## src/rtl/stream_router.sv

```systemverilog
// stream_router: steers whole valid/ready packets from one input stream to one of NUM_PORTS outputs.
// Optional STREAM_ROUTER_DROP_INVALID_EN adds a dropped pulse and discards packets with out-of-range destinations.
module stream_router #(
  parameter int NUM_PORTS  = 9,
  parameter int DATA_WIDTH = 8,
  parameter int SEL_WIDTH  = (NUM_PORTS > 1) ? $clog2(NUM_PORTS) : 1
) (
  input  logic                  clk,
  input  logic                  rst,
  input  logic                  in_valid,
  output logic                  in_ready,
  input  logic [DATA_WIDTH-1:0] in_data,
  input  logic                  in_last,
  input  logic [SEL_WIDTH-1:0]  in_dest,
  output logic [NUM_PORTS-1:0]  out_valid,
  input  logic [NUM_PORTS-1:0]  out_ready,
  output logic [DATA_WIDTH-1:0] out_data,
  output logic                  out_last,
  output logic [SEL_WIDTH-1:0]  select,
  output logic                  active
`ifdef STREAM_ROUTER_DROP_INVALID_EN
  ,
  output logic                  dropped
`endif
);
  typedef enum logic [1:0] {IDLE, BUSY, DROP} state_t;
  localparam logic [SEL_WIDTH:0]   NP        = (SEL_WIDTH+1)'(NUM_PORTS);
  localparam logic [SEL_WIDTH-1:0] LAST_PORT = SEL_WIDTH'(NUM_PORTS - 1);
`ifdef STREAM_ROUTER_DROP_INVALID_EN
  localparam bit DROP_EN = 1'b1;
`else
  localparam bit DROP_EN = 1'b0;
`endif
  state_t                state_q, state_d;
  logic [SEL_WIDTH-1:0]  sel_q, sel_d, dest_c;
  logic [DATA_WIDTH-1:0] data_q, data_d;
  logic                  last_q, last_d, valid_q, valid_d;
  logic                  bad_dest, drop_mode, fire_in, drain, load;
  // drop_mode: the current input beat belongs to a packet that is swallowed, not routed
  always_comb begin
    bad_dest  = {1'b0, in_dest} >= NP;
    dest_c    = bad_dest ? LAST_PORT : in_dest;
    drop_mode = DROP_EN && (state_q == DROP || (state_q == IDLE && bad_dest));
    drain     = valid_q && out_ready[sel_q];
    in_ready  = !rst && (drop_mode || !valid_q || out_ready[sel_q]);
    fire_in   = in_valid && in_ready;
    load      = fire_in && !drop_mode;
    sel_d     = (load && state_q == IDLE) ? dest_c : sel_q;
    data_d    = load ? in_data : data_q;
    last_d    = load ? in_last : last_q;
    valid_d   = load || (valid_q && !drain);
    state_d   = !fire_in ? state_q :
                in_last ? IDLE :
                state_q != IDLE ? state_q :
                drop_mode ? DROP : BUSY;
  end
  always_ff @(posedge clk) begin
    if (rst) begin
      state_q <= IDLE;
      sel_q   <= '0;
      data_q  <= '0;
      last_q  <= 1'b0;
      valid_q <= 1'b0;
    end else begin
      state_q <= state_d;
      sel_q   <= sel_d;
      data_q  <= data_d;
      last_q  <= last_d;
      valid_q <= valid_d;
    end
  end
`ifdef STREAM_ROUTER_DROP_INVALID_EN
  logic dropped_q, dropped_d;
  always_comb dropped_d = fire_in && drop_mode && in_last;
  always_ff @(posedge clk) begin
    if (rst) dropped_q <= 1'b0;
    else dropped_q <= dropped_d;
  end
  assign dropped = dropped_q;
`endif
  assign out_valid = valid_q ? (NUM_PORTS'(1'b1) << sel_q) : '0;
  assign out_data  = data_q;
  assign out_last  = last_q;
  assign select    = sel_q;
  assign active    = (state_q != IDLE) || valid_q;
endmodule

```

## config.mk

```make
export PLATFORM = sky130hd
export DESIGN_NAME = stream_router
export DESIGN_NICKNAME = d
export VERILOG_FILES = /design/src/rtl/stream_router.sv
export SDC_FILE = /design/constraint.sdc
export NUM_CORES = 1
export LEC_CHECK = 0
export ABC_AREA = 0
export CAP_MARGIN = 10
export CORE_MARGIN = 2
export CORE_UTILIZATION = 40
export DETAILED_ROUTE_END_ITERATION = 7
export GPL_TIMING_DRIVEN = 0
export MAX_ROUTING_LAYER = met4
export PLACE_DENSITY = 0.89
export SLEW_MARGIN = 20
export SYNTH_ARGS = -nofsm -noshare
export SYNTH_HDL_FRONTEND = slang
export SYNTH_SLANG_ARGS = --single-unit
```

## constraint.sdc

```tcl
create_clock -name clk -period 4.9 [get_ports clk]
set_clock_uncertainty 0.1 [all_clocks]
set_input_delay 0.735 -clock clk [delete_from_list [all_inputs] [get_ports clk]]
set_output_delay 0.735 -clock clk [all_outputs]
set_load 0.005 [all_outputs]
```

After elaboration in Yosys (flattened, before gate mapping)
Cells that the tools add are included.
{"block": "totals", "ff_bits": 16, "output_inout_bits": 24, "elab_cells": 29, "input_bits": 25}
{"block": "op_classes", "magnitude_cmp": 2, "shifts": 1, "mux": 6, "eq_ne": 1, "reduce_logical": 14}
{"operator": "$mux W9", "n": 1}
{"operator": "$shl A1 B4 Y9 const A", "n": 1}
{"operator": "$logic_and A1 B1 Y1", "n": 5}
{"operator": "$lt A4 B5 Y1 const B", "n": 1}
{"operator": "$bmux W1 S4", "n": 1}
{"operator": "$ge A4 B4 Y1 const B", "n": 1}
{"operator": "$mux W2", "n": 2}
{"operator": "$mux W4", "n": 1}
{"operator": "$logic_not A1 Y1", "n": 3}
{"operator": "$logic_or A1 B1 Y1", "n": 3}
{"operator": "$logic_not A2 Y1", "n": 1}
{"operator": "$ne A2 B2 Y1 const B", "n": 1}
{"operator": "$reduce_and A2 Y1", "n": 1}
{"operator": "$reduce_bool A2 Y1", "n": 1}
{"operator": "$mux W1", "n": 1}

Logic depth before layout (Yosys ltp)
Gate-level depths: netlist of run 1.
{"block": "logic_depth", "word_depth": 6, "ltp_mapped": 6, "mapped_depth_nobuf": 4}

Worst setup path before layout of run 1
Ideal clock, no wire load.
{"block": "synth_timing", "path_kind": "input -> output", "startpoint": "in out_ready[6]", "endpoint": "out in_ready", "cell_stages": 4, "n_path_buf": 0, "t_required_ns": 4.065, "arrival_time_ns": 1.508, "setup_slack_ns": 2.557, "cell_sequence": "mux2_4 -> o221ai_4 -> o21ai_0 -> and2_1"}
{"block": "synth_via", "elab_chain_len": 4}
{"item": "from (decl)", "line_no": "16", "source": "input logic [NUM_PORTS-1:0] out_ready,"}
{"item": "$bmux W1 S4", "line_no": "45", "source": "in_ready = !rst && (drop_mode || !valid_q || out_ready[sel_q]);"}
{"item": "$mux W1 (implied by the code)", "line_no": "45"}
{"item": "$logic_or A1 B1 Y1", "line_no": "45"}
{"item": "$logic_and A1 B1 Y1", "line_no": "45"}
{"item": "to (decl)", "line_no": "11", "source": "output logic in_ready,"}
No other way between the ends. The select of a mux whose other input is x is not followed.

Worst setup path after layout of run 1
{"block": "layout_timing", "startpoint": "in rst", "endpoint": "out in_ready"}
{"block": "layout_via", "elab_chain_len": 2}
{"item": "from (decl)", "line_no": "9", "source": "input logic rst,"}
{"item": "$logic_not A1 Y1", "line_no": "45"}
{"item": "$logic_and A1 B1 Y1", "line_no": "45"}
No other way between the ends.

==> reports/results.tsv, run 1 <==
stage	metric	value	unit
die	die_h	50.7	um
timing	setup-tns-final	0	ns
yosys	synth_top_cell_area_share	34.4	%
flow_run	drv_cap	0	
yosys	netlist_area	872	um2
clocking	clockBufferDepth	2	
clocking	cts_tree	done	
clocking	path_clk_slew	0.09	ns
placement	port_buffers	48	
grt	grt_overflow	0	
cells_and_area	drive_gt1_share	12.5	%
yosys	syn_inst	100	
cells_and_area	finalNonFillerCells	179	
placement	place_area	0.00139	mm2
run_status	status	completed	
detailed_routing	ant_nets	0	
worst_hold_path	hold_start	out_data[0]	
timing	max_freq	0.301	GHz
clocking	cts_made_buffers	3	
yosys	ys_ff_latch	15	
power_and_ir_drop	powerDensity	227	mW/mm2
power_and_ir_drop	peakVddDrop	194	uV
yosys	ys_warn_count	0	
die	num_rows	16	
grt	grt_pass1_vias	898	
grt	antenna_found_initial	0	
critical_path	worst-setup-path-type	input port to output port	
power_and_ir_drop	total_power	321	uW
timing	min_period_over_period	67.9	%
clocking	postCtsSetupBuffers	0	
clocking	cts-root-buf	clkbuf_4	
timing	max_slew_margin	70.3	%
critical_path	start_kind	input port	
yosys	synth_seq_area_share	34.4	%
worst_hold_path	hold_class	flip-flop to flip-flop	
cells_and_area	n_fill_cell	172	
die	initial_utilization	43.6	%
yosys	synth_area_per_cell	8.72	um2
yosys	yosys-top-cells-count	nand2_1, dfxtp_1, mux2i_1	
timing	setup_ws	1.57	ns
detailed_routing	vias	879	
grt	grt_max_degree	11	
grt	grt_usage	19.3	%
critical_path	crit_start	rst	
clocking	clock-sinks	15	
placement	place_ws	1.57	ns
cells_and_area	syn_to_final_growth	62.1	%
placement	dp.cells	175	
timing	finalCriticalPeriod	3.33	ns
power_and_ir_drop	p_leak	0.000556	uW
detailed_routing	drt-initial-drc-count	3	
timing	worstMarginPinSlew	0.445	ns
detailed_routing	wl_per_cell	12.2	um
critical_path	cp_data_arrival_time	2.49	ns
cells_and_area	fin_area	0.00141	mm2
timing	slew_viol_final	0	
yosys	async_reset_ff_share	0	%
timing	rsz0062_at_grt	no	
yosys	yosys.area.top_type	dfxtp_1	
clocking	cts_resized	0	
placement	dp_hpwl	1.77	mm
detailed_routing	first_pass_iters	2	
timing	hold_viol_final	0	
clocking	insertion_delay	0.28	ns
detailed_routing	wirelength	2.19	mm
critical_path	endpoint_kind	output port	
critical_path	critPathMaxFanout	10	
critical_path	worstPathRequired	4.07	ns
die	core_area	0.00200	mm2
yosys	syn_nets	125	
yosys	synth_cell_type_count	28	
yosys	yosys-top-cells-area	dfxtp_1, mux2i_1, nand2_1	
critical_path	reg2reg_from	select[0]	
die	io_pins	49	
cells_and_area	layout.nets	178	
die	dieWidth	50.7	um
grt	grt_pass1_wl	3.75	mm
cells_and_area	n_antenna_cell	0	
detailed_routing	vias_per_cell	4.91	
yosys	synth-main-ff-cell	dfxtp_1	
yosys	yosysMostFrequentCell	nand2_1	
die	die_area	0.00257	mm2
timing	setup_violations	0	
detailed_routing	drc	0	
placement	gp_congestion	0.822	
clocking	cts_max_level	1	
yosys	synth_edf_count	0	
clocking	cts-hold-fix-buffers	0	
[final timing paths]
check | to | slack, ns | cells past startpoint
setup / recovery | in_ready | 1.57 | 5
hold / removal | out_data[0] | 0.36 | 2
setup reg to reg | state_q[0] | 3.07 | 6
hold reg to reg | out_data[0] | 0.36 | 2
[per-layer routing]
layer  track usage (%)  wire, um  vias to the layer above
met5                 -         0                        -
li1                  -         -                      446
met3              4.76       193                        4
met4              6.76        32                        0
met2              34.6      1060                       44
met1              20.4       904                      385
[cells in the final DEF, fill, tap and decap left out]
master / n
clkdlybuf4s50_1: 48
nand2_1: 22
dfxtp_1: 15
mux2i_1: 12
nor2_1: 9
nand3_1: 5
inv_1: 4
mux2_4: 3
clkbuf_4: 3
nand2b_1: 2
buf_6: 2
or2_2: 2
clkbuf_1: 2
mux2_2: 2
o22ai_1: 2
o21ai_0: 2
and2_1: 2
nor2b_1: 2
inv_2: 1
or2b_4: 1
o221ai_4: 1
nor4b_2: 1
a21boi_1: 1
o221ai_1: 1
o221ai_2: 1
o22ai_2: 1
or4_1: 1
or3_1: 1
a31oi_1: 1
a21oi_1: 1
clkinv_2: 1
[area by class of cell]
cell class	instances	area, um2	share of cell area [%]
Clock inverter	1	5.00	0.354
Tap cell	27	33.8	2.39
Buffer	4	30.0	2.12
Multi-Input combinational cell	76	523	37.0
Sequential cell	15	300	21.2
Inverter	5	18.8	1.33
Timing Repair Buffer	48	480	34.0
Clock buffer	3	22.5	1.59
[power by group]
part,total [uW],switching [uW],internal [uW]
Clock,69.1,38.8,30.2
Sequential,141,8.24,133
Combinational,110,42.5,67.8
Total,321,89.6,231
[worst max-delay path, stage by stage]
cell,delay [ns]
clkdlybuf4s50_1,0.53
inv_2,0.16
clkbuf_1,0.38
and2_1,0.19
clkdlybuf4s50_1,0.50
[cells by family (layout without fill, tap and decap cells)]
kind of cell | Yosys count | in the layout | share of synthesized area (%)
muxes | 17 | 17 | 21.5
AOI/OAI and AO/OA | 11 | 11 | 11.9
and+or+nand+nor | 48 | 48 | 26.5
DFF | 15 | 15 | 34.4
buffers and inverters | 9 | 61 | 5.59
[sequential cells by signal (all words and copies together) (netlist names)]
register and cells:
valid_q 1, state_q 1, out_last 1, out_data 8, select 4
[through the flow]
step | util (%) | hold WS, ns
floorplan | - | 0.351
global placement | 69.3 | 0.341
detailed placement | 69.3 | 0.347
CTS | 70.6 | 0.368
global route | 70.6 | 0.390
finish | 70.6 | 0.364
Note: power is estimated with default switching activity, not from simulation.
==> run 2, diff against run 1 <==
--- a/config.mk
+++ b/config.mk
@@ -8,11 +8,11 @@
 export ABC_AREA = 0
 export CAP_MARGIN = 10
 export CORE_MARGIN = 2
-export CORE_UTILIZATION = 40
+export CORE_UTILIZATION = 37
 export DETAILED_ROUTE_END_ITERATION = 7
 export GPL_TIMING_DRIVEN = 0
 export MAX_ROUTING_LAYER = met4
-export PLACE_DENSITY = 0.89
+export PLACE_DENSITY = 0.84
 export SLEW_MARGIN = 20
 export SYNTH_ARGS = -nofsm -noshare
 export SYNTH_HDL_FRONTEND = slang
==> constraint.sdc (replaced) <==
create_clock -name clk -period 3.2 [get_ports clk]
set_clock_uncertainty 0.1 [all_clocks]
set_input_delay 0.48 -clock clk [delete_from_list [all_inputs] [get_ports clk]]
set_output_delay 0.48 -clock clk [all_outputs]
set_load 0.005 [all_outputs]
==> run 2 against run 1 <==
Net effect:
- register-to-register slack got worse by 1.7 ns
- highest routed layer unchanged
- clock power grew 55%
- largest cell class unchanged
- sequential power is 53% higher
- global-route usage fell by 0.90 points
==> reports/results.tsv, run 2 (same netlist as run 1, synthesis figures left out) <==
stage	metric	value	unit	change
run_status	status	completed		unchanged
die	die_area	0.00276	mm2	was 0.00257 mm2
detailed_routing	drt-initial-drc-count	5		was 3
clocking	postCtsSetupBuffers	0		unchanged
cells_and_area	final_common_cell	clkdlybuf4s50_1		unchanged
timing	max_slew_margin	68.7	%	was 70.3%
timing	max_freq	0.358	GHz	
cells_and_area	drive_gt1_share	11.8	%	was 12.5%
grt	grt_pass1_vias	886		was 898
clocking	cts_tree	done		unchanged
critical_path	critPathTopFamily	buffers and inverters		unchanged
grt	grt_usage	18.4	%	was 19.3%
die	num_rows	17		was 16
grt	grt_pass1_wl	3.76	mm	was 3.75 mm
timing	rsz0062_at_grt	no		unchanged
detailed_routing	ant_nets	0		unchanged
clocking	cts_made_buffers	3		unchanged
critical_path	cp_slowest_cell	clkdlybuf4s50_1		unchanged
timing	hold_viol_final	0		unchanged
cells_and_area	fin_area	0.00141	mm2	unchanged
die	die_h	52.6	um	was 50.7 um
detailed_routing	wl_per_cell	12.4	um	was 12.2 um
placement	place_area	0.00139	mm2	about the same
critical_path	worstPathRequired	2.62	ns	was 4.07 ns
worst_hold_path	hold_class	flip-flop to flip-flop		unchanged
clocking	clock-sinks	15		unchanged
detailed_routing	vias_per_cell	4.91		about the same
critical_path	slowest_delay	0.50	ns	was 0.53 ns
critical_path	crit_top_cell	clkdlybuf4s50_1		unchanged
clocking	cts-root-buf	clkbuf_4		unchanged
cells_and_area	layout.nets	178		unchanged
grt	antenna_found_initial	0		unchanged
clocking	cts_max_level	1		unchanged
timing	setup_violations	0		unchanged
cells_and_area	regArea	300	um2	unchanged
timing	slew_viol_final	0		unchanged
die	initial_utilization	39.4	%	was 43.6%
clocking	path_clk_slew	0.09	ns	about the same
clocking	clockBufferDepth	2		unchanged
power_and_ir_drop	p_leak	0.000554	uW	was 0.000556 uW
placement	dp_hpwl	1.74	mm	was 1.77 mm
critical_path	endpoint_kind	output port		unchanged
cells_and_area	n_fill_cell	197		was 172
critical_path	worst-setup-path-type	input port to output port		unchanged
timing	finalCriticalPeriod	2.80	ns	
cells_and_area	multi_input_area	523	um2	unchanged
timing	setup-tns-final	0	ns	unchanged
die	dieWidth	52.6	um	was 50.7 um
placement	gp_congestion	0.815		was 0.822
power_and_ir_drop	peakVddDrop	286	uV	was 194 uV
critical_path	path_cells	clkdlybuf4s50_1 -> inv_2 -> clkbuf_1 -> and2_1 -> clkdlybuf4s50_1		unchanged
detailed_routing	vias	883		was 879
cells_and_area	n_antenna_cell	0		unchanged
cells_and_area	final_cell_mix	clkdlybuf4s50_1, nand2_1, dfxtp_1, mux2i_1, nor2_1		unchanged
clocking	cts-hold-fix-buffers	0		unchanged
cells_and_area	largest_register_ffs	8		unchanged
detailed_routing	wirelength	2.24	mm	was 2.19 mm
critical_path	critPathMaxFanout	10		unchanged
grt	grt_max_degree	11		unchanged
flow_run	drv_cap	0		unchanged
timing	min_period_over_period	87.4	%	
die	core_area	0.00221	mm2	was 0.00200 mm2
critical_path	cp_data_arrival_time	2.22	ns	was 2.49 ns
clocking	cts_resized	0		unchanged
power_and_ir_drop	powerDensity	347	mW/mm2	was 227 mW/mm2
timing	worstMarginPinSlew	0.470	ns	was 0.445 ns
detailed_routing	first_pass_iters	2		unchanged
critical_path	crit_buf_inv	4		unchanged
detailed_routing	drc	0		unchanged
placement	port_buffers	48		unchanged
grt	grt_overflow	0		unchanged
cells_and_area	syn_to_final_growth	62.1	%	unchanged
critical_path	start_kind	input port		unchanged
clocking	insertion_delay	0.27	ns	was 0.28 ns
die	io_pins	49		unchanged
==> run 2: cell types whose count changed in the layout (fill, tap and decap cells not counted) <==
cell      previous run  this run
clkbuf_1             2         3
clkinv_2             1         0
==> run 2: metrics by stage <==
stage          cells  util, %  power [uW]  hold slack, ns  worst slack, ns
2_1_floorplan    100        -         304           0.351             1.33
3_3_place_gp     176     62.7         384           0.342            0.393
3_5_place_dp     176     62.7         388           0.351            0.398
4_1_cts          180     63.9         496           0.366            0.384
5_1_grt          180     63.9         521           0.395            0.275
6_report         180     63.9         490           0.364            0.403
==> run 2: area by class of cell <==
cell class | instances | area share [%]
repair buffers | 48 | 34.0
clock buffers | 4 | 1.86
plain buffers | 4 | 2.12
flip-flops and latches | 15 | 21.2
inverters | 5 | 1.33
well taps | 28 | 2.48
multi-input cells | 76 | 37.0
==> run 2: layer usage <==
| metal | track usage, % | vias to the layer above | share of wire, % |
|---|---|---|---|
| li1 | - | 449 | - |
| met1 | 20.4 | 394 | 44 |
| met2 | 33.8 | 38 | 47 |
| met3 | 2.86 | 2 | 8.2 |
| met4 | 5.13 | 0 | 0.54 |
| met5 | - | - | 0 |
==> run 2: worst register-to-register path, cell delays in order, from the launching register on <==
cell      delay [ns]
dfxtp_1         0.35
buf_6           0.15
mux2_4          0.32
o221ai_4        0.22
o22ai_2         0.12
buf_6           0.17
mux2_4          0.29
==> run 2: worst paths after layout <==
path                                     to   startpoint  cells after the start  slack [ns]
worst max-delay path               in_ready          rst                      5        0.40
worst min-delay path            out_data[4]  out_data[4]                      2        0.36
worst max register to register   state_q[0]    select[0]                      6        1.37
worst min register to register  out_data[4]  out_data[4]                      2        0.36
==> run 2: power breakdown <==
part	leakage, uW	internal (uW)	switching (uW)
combinational	0.000415	104	63.7
sequential	0.000124	204	12.2
clock	0.0000150	48.2	58.6
total	0.000554	356	135
==> run 3, diff against run 2 <==
==> constraint.sdc (replaced) <==
create_clock -name clk -period 2.6 [get_ports clk]
set_clock_uncertainty 0.1 [all_clocks]
set_input_delay 0.39 -clock clk [delete_from_list [all_inputs] [get_ports clk]]
set_output_delay 0.39 -clock clk [all_outputs]
set_load 0.005 [all_outputs]
==> run 3 against run 2 <==
Net effect:
- first-iteration DRC count fell by 20%
- final cell count rose by 0.56%
- critical path depth rose by 1
- sequential power rose by 23%
- worst setup slack got worse by 0.31 ns
- global-route usage fell by 0.18 points
- clock power rose by 21%
- combinational power rose by 29%
- via count fell by 0.11%
- die area did not move
- flip-flop and latch count did not move
- critical endpoint unchanged
- highest routed layer unchanged
==> reports/results.tsv, run 3 (same netlist as run 1, synthesis figures left out) <==
stage	metric	value	unit	change
run_status	status	completed		unchanged
critical_path	path_cells	clkdlybuf4s50_1 -> mux2_4 -> o221ai_4 -> o21ai_2 -> and2_1 -> clkdlybuf4s50_1		was clkdlybuf4s50_1 -> inv_2 -> clkbuf_1 -> and2_1 -> clkdlybuf4s50_1
clocking	cts-root-buf	clkbuf_4		unchanged
clocking	insertion_delay	0.27	ns	about the same
cells_and_area	n_fill_cell	191		was 197
cells_and_area	layout.nets	179		was 178
grt	grt_pass1_wl	3.73	mm	was 3.76 mm
die	io_pins	49		unchanged
critical_path	r2r_cells	7		was 6
die	initial_utilization	39.4	%	unchanged
critical_path	endpoint_kind	output port		unchanged
critical_path	critPathMaxFanout	3		was 10
power_and_ir_drop	total_power	612	uW	was 490 uW
critical_path	cp_data_arrival_time	2.01	ns	was 2.22 ns
cells_and_area	final_cell_mix	clkdlybuf4s50_1, nand2_1, dfxtp_1, mux2i_1, nor2_1		unchanged
clocking	cts-hold-fix-buffers	0		unchanged
critical_path	crit_path_end	in_ready		unchanged
timing	setup_violations	0		unchanged
critical_path	crit_top_cell	clkdlybuf4s50_1		unchanged
critical_path	crit_start	out_ready[7]		was rst
flow_run	drv_cap	0		unchanged
power_and_ir_drop	p_leak	0.000565	uW	was 0.000554 uW
critical_path	reg2reg_from	select[0]		unchanged
placement	port_buffers	48		unchanged
cells_and_area	largest_register_ffs	8		unchanged
critical_path	rrSetupSlack	0.69	ns	was 1.37 ns
cells_and_area	finalNonFillerCells	181		was 180
clocking	clock-sinks	15		unchanged
cells_and_area	drive_gt1_share	15.0	%	was 11.8%
power_and_ir_drop	powerDensity	426	mW/mm2	was 347 mW/mm2
clocking	path_clk_slew	0.09	ns	about the same
placement	dp.cells	176		unchanged
clocking	cts_max_level	1		unchanged
timing	min_period_over_period	96.3	%	
timing	hold_viol_final	0		unchanged
detailed_routing	vias_per_cell	4.87		was 4.91
detailed_routing	first_pass_iters	4		was 2
detailed_routing	drc	0		unchanged
cells_and_area	syn_to_final_growth	64.7	%	was 62.1%
die	num_rows	17		unchanged
cells_and_area	final_common_cell	clkdlybuf4s50_1		unchanged
detailed_routing	drt-initial-drc-count	4		was 5
grt	grt_overflow	0		unchanged
detailed_routing	ant_nets	0		unchanged
grt	grt_max_degree	17		was 11
die	die_area	0.00276	mm2	unchanged
placement	dp_hpwl	1.74	mm	unchanged
power_and_ir_drop	peakVddDrop	362	uV	was 286 uV
die	dieWidth	52.6	um	unchanged
critical_path	worst-setup-path-type	input port to output port		unchanged
die	die_h	52.6	um	unchanged
timing	max_freq	0.400	GHz	
grt	grt_usage	18.2	%	was 18.4%
grt	grt_pass1_vias	873		was 886
critical_path	r2r_end	state_q[0]		unchanged
clocking	cts_made_buffers	3		unchanged
critical_path	slowest_delay	0.43	ns	was 0.50 ns
clocking	cts_tree	done		unchanged
detailed_routing	vias	882		was 883
timing	worstMarginPinSlew	0.446	ns	was 0.470 ns
cells_and_area	fin_util	64.9	%	was 63.9%
critical_path	start_kind	input port		unchanged
worst_hold_path	hold_class	flip-flop to flip-flop		unchanged
cells_and_area	n_antenna_cell	0		unchanged
placement	gp_congestion	0.815		unchanged
critical_path	worstPathRequired	2.11	ns	was 2.62 ns
critical_path	cp_slowest_cell	clkdlybuf4s50_1		unchanged
grt	antenna_found_initial	0		unchanged
die	core_area	0.00221	mm2	unchanged
timing	slew_viol_final	0		unchanged
timing	max_slew_margin	70.2	%	was 68.7%
detailed_routing	wirelength	2.25	mm	was 2.24 mm
clocking	clockBufferDepth	2		unchanged
timing	finalCriticalPeriod	2.50	ns	
detailed_routing	wl_per_cell	12.4	um	about the same
-- run 3: cell count changes in the layout (fill, tap and decap cells not counted) --
cell,delta
o21ai_0,-1
buf_4,+2
o21ai_2,+1
dfxtp_1,-1
o22ai_1,-1
dfxtp_2,+1
o22ai_2,+1
clkbuf_1,-1
-- run 3: worst min path at each step --
stage | from | endpoint | slack, ns | depth (start not counted)
after floorplan | out_data[0] | out_data[0] | 0.35 | 2
after global placement | out_data[1] | out_data[1] | 0.34 | 2
after detailed placement | out_data[3] | out_data[3] | 0.35 | 2
after CTS | out_data[4] | out_data[4] | 0.37 | 2
after global routing | out_data[1] | out_data[1] | 0.40 | 2
final | out_data[4] | out_data[4] | 0.36 | 2
-- run 3: repair_timing --
action | 4_1_cts | 5_1_grt
hold endpoints to repair | 0 | 0
pin swaps | 0 | 1
gates resized for setup | 0 | 4
setup endpoints to repair | 1 | 1
gates cloned | 0 | 0
buffers inserted | 0 | 2
-- run 3: cell type report --
cell class / count / area (um2) / area share [%]
well taps: 28 / 35.0 / 2.44
repair buffers: 50 / 495 / 34.5
flip-flops and latches: 15 / 302 / 21.0
multi-input cells: 76 / 533 / 37.1
inverters: 5 / 18.8 / 1.31
plain buffers: 3 / 26.3 / 1.83
clock buffers: 4 / 26.3 / 1.83
-- run 3: worst max-delay path: cells and delay by family --
| kind | cells | cell delay, ns |
|---|---|---|
| mux | 1 | 0.28 |
| simple gates | 1 | 0.17 |
| buf+inv | 2 | 0.84 |
| compound gates | 2 | 0.32 |
-- run 3: power by group --
part / internal, uW / leakage [uW] / total [uW] / switching, uW
Sequential: 251 / 0.000124 / 266 / 15.3
Clock: 59.3 / 0.0000150 / 130 / 70.7
Combinational: 134 / 0.000426 / 216 / 82.4
-- run 3: metrics by stage --
step	hold slack (ns)	cell area [um2]	worst slack (ns)	setup TNS, ns
finish	0.363	1440	0.0973	0
global route	0.395	1440	-0.00103	-0.00103
CTS	0.366	1410	0.0115	0
detailed placement	0.351	1390	-0.0219	-0.0219
global placement	0.342	1390	-0.0274	-0.0274
floorplan	0.351	872	0.823	0
-- run 3: routing by layer --
| layer | up-vias | part of all wire, % | GRT usage, % |
|---|---|---|---|
| li1 | 451 | - | - |
| met1 | 391 | 43 | 20.5 |
| met2 | 38 | 48 | 32.9 |
| met3 | 2 | 8.4 | 2.86 |
| met4 | 0 | 0.53 | 5.13 |
| met5 | - | 0 | - |
